$ cat src/rtl/serial_link_pkg.sv
// Shared types and helpers for the serial_link transmitter/receiver pair.
// Both state machines and the frame-length arithmetic live here.
package serial_link_pkg;

   typedef enum logic [2:0] {
      TX_IDLE,
      TX_START,
      TX_DATA,
      TX_PARITY,
      TX_STOP
   } tx_state_t;

   typedef enum logic [1:0] {
      RX_IDLE,
      RX_DATA,
      RX_PARITY,
      RX_STOP
   } rx_state_t;

   // Bits on the line per frame: start + data + optional parity + stop.
   function automatic int frame_len(input int width, input int parity_en);
      return width + 2 + parity_en;
   endfunction

   // Bit counter width; it counts 0..width-1.
   function automatic int cnt_width(input int width);
      return $clog2(width);
   endfunction

endpackage

$ cat src/rtl/serial_link_parity_gen.sv
// Parity of a data word. An even-parity bit is the XOR of all data bits.
// ODD_PARITY inverts that bit.
module parity_gen #(
   parameter int WIDTH      = 8,
   parameter int ODD_PARITY = 0
) (
   input  logic [WIDTH-1:0] data,
   output logic             parity
);

   assign parity = (^data) ^ (ODD_PARITY != 0);

endmodule

$ cat src/rtl/serial_link.sv
// Bit-per-clock serial transmitter and receiver.
// Frame format: start 0, data MSB-first, optional parity, stop 1.
module serial_link
   import serial_link_pkg::*;
#(
   parameter int WIDTH      = 8,
   parameter int PARITY_EN  = 1,
   parameter int ODD_PARITY = 0
) (
   input  logic             Clk,
   input  logic             Rst,
   input  logic [WIDTH-1:0] TxData,
   input  logic             TxValid,
   output logic             TxReady,
   output logic             SerialDout,
   input  logic             SerialDin,
   output logic [WIDTH-1:0] RxData,
   output logic             RxValid,
   output logic             ParityErr,
   output logic             FrameErr
);

   localparam int            CW         = cnt_width(WIDTH);
   localparam logic [CW-1:0] LAST_BIT   = CW'(WIDTH - 1);
   localparam bit            HAS_PARITY = (PARITY_EN != 0);

   // ---------------- transmitter ----------------
   tx_state_t        tx_state_reg, tx_state_next;
   logic [WIDTH-1:0] tx_shift_reg, tx_shift_next;
   logic [CW-1:0]    tx_cnt_reg, tx_cnt_next;
   logic             tx_parity_reg, tx_parity_next;
   logic             tx_parity_calc;
   logic             dout_reg, dout_next;
   logic             tx_fire;

   assign TxReady    = (tx_state_reg == TX_IDLE) && !Rst;
   assign tx_fire    = TxValid && TxReady;
   assign SerialDout = dout_reg;

   parity_gen #(.WIDTH(WIDTH), .ODD_PARITY(ODD_PARITY)) u_tx_parity (
      .data   (TxData),
      .parity (tx_parity_calc)
   );

   always_ff @(posedge Clk) begin
      if (Rst) begin
         tx_state_reg  <= TX_IDLE;
         tx_shift_reg  <= '0;
         tx_cnt_reg    <= '0;
         tx_parity_reg <= 1'b0;
         dout_reg      <= 1'b1;
      end else begin
         tx_state_reg  <= tx_state_next;
         tx_shift_reg  <= tx_shift_next;
         tx_cnt_reg    <= tx_cnt_next;
         tx_parity_reg <= tx_parity_next;
         dout_reg      <= dout_next;
      end
   end

   // The state names the bit on the line in the same cycle. So dout_next
   // is the bit that belongs to the state being entered.
   always_comb begin
      tx_state_next  = tx_state_reg;
      tx_shift_next  = tx_shift_reg;
      tx_cnt_next    = tx_cnt_reg;
      tx_parity_next = tx_parity_reg;
      dout_next      = 1'b1;
      case (tx_state_reg)
         TX_IDLE: begin
            if (tx_fire) begin
               tx_state_next  = TX_START;
               tx_shift_next  = TxData;
               tx_parity_next = tx_parity_calc;
               dout_next      = 1'b0;
            end
         end
         TX_START: begin
            tx_state_next = TX_DATA;
            tx_cnt_next   = '0;
            dout_next     = tx_shift_reg[WIDTH-1];
            tx_shift_next = {tx_shift_reg[WIDTH-2:0], 1'b0};
         end
         TX_DATA: begin
            if (tx_cnt_reg == LAST_BIT) begin
               if (HAS_PARITY) begin
                  tx_state_next = TX_PARITY;
                  dout_next     = tx_parity_reg;
               end else begin
                  tx_state_next = TX_STOP;
               end
            end else begin
               tx_cnt_next   = tx_cnt_reg + CW'(1);
               dout_next     = tx_shift_reg[WIDTH-1];
               tx_shift_next = {tx_shift_reg[WIDTH-2:0], 1'b0};
            end
         end
         TX_PARITY: tx_state_next = TX_STOP;
         TX_STOP:   tx_state_next = TX_IDLE;
         default:   tx_state_next = TX_IDLE;
      endcase
   end

   // ---------------- receiver ----------------
   rx_state_t        rx_state_reg, rx_state_next;
   logic [WIDTH-1:0] rx_shift_reg, rx_shift_next;
   logic [CW-1:0]    rx_cnt_reg, rx_cnt_next;
   logic             rx_parity_bit_reg, rx_parity_bit_next;
   logic             rx_parity_calc;
   logic [WIDTH-1:0] rx_data_reg, rx_data_next;
   logic             rx_valid_reg, rx_valid_next;
   logic             parity_err_reg, parity_err_next;
   logic             frame_err_reg, frame_err_next;

   assign RxData    = rx_data_reg;
   assign RxValid   = rx_valid_reg;
   assign ParityErr = parity_err_reg;
   assign FrameErr  = frame_err_reg;

   parity_gen #(.WIDTH(WIDTH), .ODD_PARITY(ODD_PARITY)) u_rx_parity (
      .data   (rx_shift_reg),
      .parity (rx_parity_calc)
   );

   always_ff @(posedge Clk) begin
      if (Rst) begin
         rx_state_reg      <= RX_IDLE;
         rx_shift_reg      <= '0;
         rx_cnt_reg        <= '0;
         rx_parity_bit_reg <= 1'b0;
         rx_data_reg       <= '0;
         rx_valid_reg      <= 1'b0;
         parity_err_reg    <= 1'b0;
         frame_err_reg     <= 1'b0;
      end else begin
         rx_state_reg      <= rx_state_next;
         rx_shift_reg      <= rx_shift_next;
         rx_cnt_reg        <= rx_cnt_next;
         rx_parity_bit_reg <= rx_parity_bit_next;
         rx_data_reg       <= rx_data_next;
         rx_valid_reg      <= rx_valid_next;
         parity_err_reg    <= parity_err_next;
         frame_err_reg     <= frame_err_next;
      end
   end

   always_comb begin
      rx_state_next      = rx_state_reg;
      rx_shift_next      = rx_shift_reg;
      rx_cnt_next        = rx_cnt_reg;
      rx_parity_bit_next = rx_parity_bit_reg;
      rx_data_next       = rx_data_reg;
      rx_valid_next      = 1'b0;
      parity_err_next    = parity_err_reg;
      frame_err_next     = frame_err_reg;
      case (rx_state_reg)
         RX_IDLE: begin
            if (!SerialDin) begin
               rx_state_next = RX_DATA;
               rx_cnt_next   = '0;
            end
         end
         RX_DATA: begin
            rx_shift_next = {rx_shift_reg[WIDTH-2:0], SerialDin};
            if (rx_cnt_reg == LAST_BIT) begin
               rx_state_next = HAS_PARITY ? RX_PARITY : RX_STOP;
            end else begin
               rx_cnt_next = rx_cnt_reg + CW'(1);
            end
         end
         RX_PARITY: begin
            rx_parity_bit_next = SerialDin;
            rx_state_next      = RX_STOP;
         end
         RX_STOP: begin
            // Frames with errors still complete; the error flags qualify them.
            rx_state_next   = RX_IDLE;
            rx_valid_next   = 1'b1;
            rx_data_next    = rx_shift_reg;
            parity_err_next = HAS_PARITY && (rx_parity_calc != rx_parity_bit_reg);
            frame_err_next  = !SerialDin;
         end
         default: rx_state_next = RX_IDLE;
      endcase
   end

endmodule
$ cat config.mk
export PLATFORM = sky130hd
export DESIGN_NAME = serial_link
export DESIGN_NICKNAME = d
export VERILOG_FILES = /design/src/rtl/serial_link_pkg.sv /design/src/rtl/serial_link_parity_gen.sv /design/src/rtl/serial_link.sv
export SDC_FILE = /design/constraint.sdc
export NUM_CORES = 1
export LEC_CHECK = 0
export BUFFER_PORTS_ARGS = -buffer_cell sky130_fd_sc_hd__buf_2
export CORE_UTILIZATION = 55
export DETAILED_ROUTE_END_ITERATION = 16
export GPL_ROUTABILITY_DRIVEN = 0
export HOLD_SLACK_MARGIN = 0.12
export PLACE_DENSITY = 0.75
export SLEW_MARGIN = 10
export SYNTH_ARGS = -nofsm -noshare
export SYNTH_HDL_FRONTEND = slang
export SYNTH_SLANG_ARGS = --single-unit
$ cat constraint.sdc
create_clock -name Clk -period 2.5 [get_ports Clk]
set_clock_uncertainty 0.05 [all_clocks]
set_input_delay 0.375 -clock Clk [delete_from_list [all_inputs] [get_ports Clk]]
set_output_delay 0.375 -clock Clk [all_outputs]
set_load 0.02 [all_outputs]
==> impl_metrics.json <==
{
  "outcome": "finished clean",
  "grt_max_degree": 42,
  "cts_tree": "built",
  "io_pins": 25,
  "synthDistinctLibCells": 39,
  "die_x_um": 61.2,
  "grt_usage": 0.204,
  "ys_seq_elements": 41,
  "arrival_ps": 2260,
  "initial_utilization": 0.578,
  "critPathMostFrequentCell": "ha_1",
  "fin_crit_sh": 0.819,
  "drt_wl_total_um": 3310,
  "crit_family": "compound AO/OA/AOI/OAI gates",
  "pre_cts_ws_ps": 466,
  "cts.clk_slew.worst_paths_ps": 120,
  "syn-cell-area_um2": 1930,
  "drc_errors": 0,
  "syn-instance-count": 196,
  "numCtsBuffers": 5,
  "grt_antenna_before_repair": 0,
  "grt_pass1_vias": 1332,
  "whs_path_depth": 2,
  "tightest_slew_ps": 614,
  "clock_latency_ps": 340,
  "relSlewSlack": 0.590,
  "path_max_fanout": 16,
  "min_period_ps": 2050,
  "die-area_um2": 3750,
  "setup_viol": 0,
  "final_antenna_net_count": 0,
  "firstDrtPassIters": 4,
  "cp-end-kind": "flip-flop",
  "synth_top_cells_by_count": "41 x dfxtp_1, 34 x nor2_1, 23 x mux2i_1",
  "vdd_drop_max_mv": 0.446,
  "num-fill-cells": 271,
  "grt_pass1_wl_um": 5640,
  "worst_slack_ps": 452,
  "clock.fmax_mhz": 488,
  "drive_above_1_share": 0.187,
  "htreeDepth": 2,
  "cts_root_buffer": "clkbuf_4",
  "synth-edff-count": 0,
  "diodes": 0,
  "detail_route.wl_per_cell_um": 12.5,
  "hold_class": "input port to flip-flop",
  "leakage_nw": 0.895,
  "startpoint_type": "flip-flop",
  "cts_resized": 0,
  "p_per_area_nw_per_um2": 825,
  "cts_max_path_buffers": 2,
  "syn_avg_cell_area_um2": 9.84,
  "cts_setup_buffers": 0,
  "syn2layout_area_growth_pct": 11.9,
  "yosys.area.top_type_share": 0.426,
  "hpwl_um": 2440,
  "r2r_cells": 6,
  "cts.sinks": 41,
  "die_y_um": 61.2,
  "port-buffer-count": 24,
  "crit_buf_inv": 0,
  "num_vias": 1434,
  "synth_most_common_cell": "dfxtp_1",
  "ys_async_sr_fraction": 0,
  "rows": 21,
  "cp_num_cells": 6,
  "seq_area_frac_synth": 0.426,
  "yosysTopAreaCell": "dfxtp_1",
  "finalHoldViolations": 0,
  "postCtsHoldBufs": 0,
  "tns_ps": 0,
  "synth.area.top_cells": "dfxtp_1 43%, mux2i_1 12%, nor2_1 6.6%",
  "grt_overflow": 0,
  "rsz0062_at_grt": "no",
  "nets": 239,
  "syn_nets": 217,
  "final_max_slew_viol_count": 0,
  "critical_path_class": "flip-flop to flip-flop",
  "initialDrtViolationCount": 61,
  "slowest_stage": "a211oi_4",
  "post-route-util": 0.646,
  "cap_viol_max_count": 0,
  "crit_path_cell_trace": "ha_1, ha_1, o21a_4, a211oi_4, nor2_1, a311oi_1",
  "synthFlopType": "dfxtp_1",
  "coreArea_um2": 3340,
  "via_per_inst": 5.41,
  "max_stage_delay_ps": 540,
  "cp.required_ps": 2710,
  "ys_warn_count": 0
}
[area by class of cell]
type / count / area [um2] / area share
Clock buffer: 5 / 37.5 / 0.0174
Sequential cell: 41 / 821 / 0.381
Inverter: 5 / 18.8 / 0.00870
Multi-Input combinational cell: 140 / 1030 / 0.477
Timing Repair Buffer: 25 / 128 / 0.0592
Clock inverter: 3 / 65.1 / 0.0302
Tap cell: 46 / 57.6 / 0.0267
[placed cells by master, fill, tap and decap left out, types with 2 or more instances in the layout]
cell type  Yosys  final
dfxtp_1       41     41
nor2_1        34     34
buf_2          2     24
mux2i_1       23     23
nand2_1       11     11
xnor2_1       10     10
o21ai_0        9      9
ha_1           9      9
inv_1          5      5
a311oi_1       5      5
clkbuf_4       0      5
nand2b_1       3      3
a2bb2oi_1      3      3
nand3b_1       3      3
nor4_1         2      2
and2_1         2      2
a311oi_2       2      2
a22oi_1        2      2
nor3_1         2      2
a211oi_1       2      2
a21oi_1        2      2
xor2_1         2      2
bufinv_16      0      2
[path summary, 6_finish.rpt]
check                           slack [ps]              end            start
worst max-delay path                   450  tx_shift_reg[3]    tx_cnt_reg[0]
worst max register to register         450  tx_shift_reg[3]    tx_cnt_reg[0]
worst min register to register         440  tx_shift_reg[1]  tx_shift_reg[0]
worst min-delay path                   210         FrameErr        SerialDin
[cell families (layout without fill, tap and decap cells)]
group / count (synthesis) / count (layout) / share of synthesized area
muxes: 23 / 23 / 0.119
DFF: 41 / 41 / 0.426
xor gates and xnor gates: 14 / 14 / 0.0746
buffers and inverters: 15 / 38 / 0.0402
AOI/OAI and AO/OA: 31 / 31 / 0.132
adders and majority gates: 9 / 9 / 0.0584
and+or+nand+nor: 63 / 63 / 0.150
[per-layer routing]
metal	share of wire	global-route usage
met1	0.43	0.238
met4	0.013	0.0779
met5	0	0
met2	0.51	0.360
met3	0.039	0.0504
[worst register-to-register path, cell delays in order (launching register included)]
cell	delay [ps]
dfxtp_1	360
ha_1	210
ha_1	230
o21a_4	230
a211oi_4	540
nor2_1	90
a311oi_1	260
[through the flow]
step                power (mW)  area (um2)  hold slack (ps)  instances
CTS                       1.80        2160              191        265
finish                    1.78        2160              210        265
global route              1.89        2160              200        265
global placement          1.24        2050              409        257
floorplan                 1.18        1930              396        196
detailed placement        1.27        2050              426        257
[where the power goes]
group	switching (mW)	total, mW	internal [mW]
registers	0.0582	0.779	0.720
clock network	0.213	0.522	0.310
logic	0.257	0.478	0.221
(Power assumes the default switching activity.)
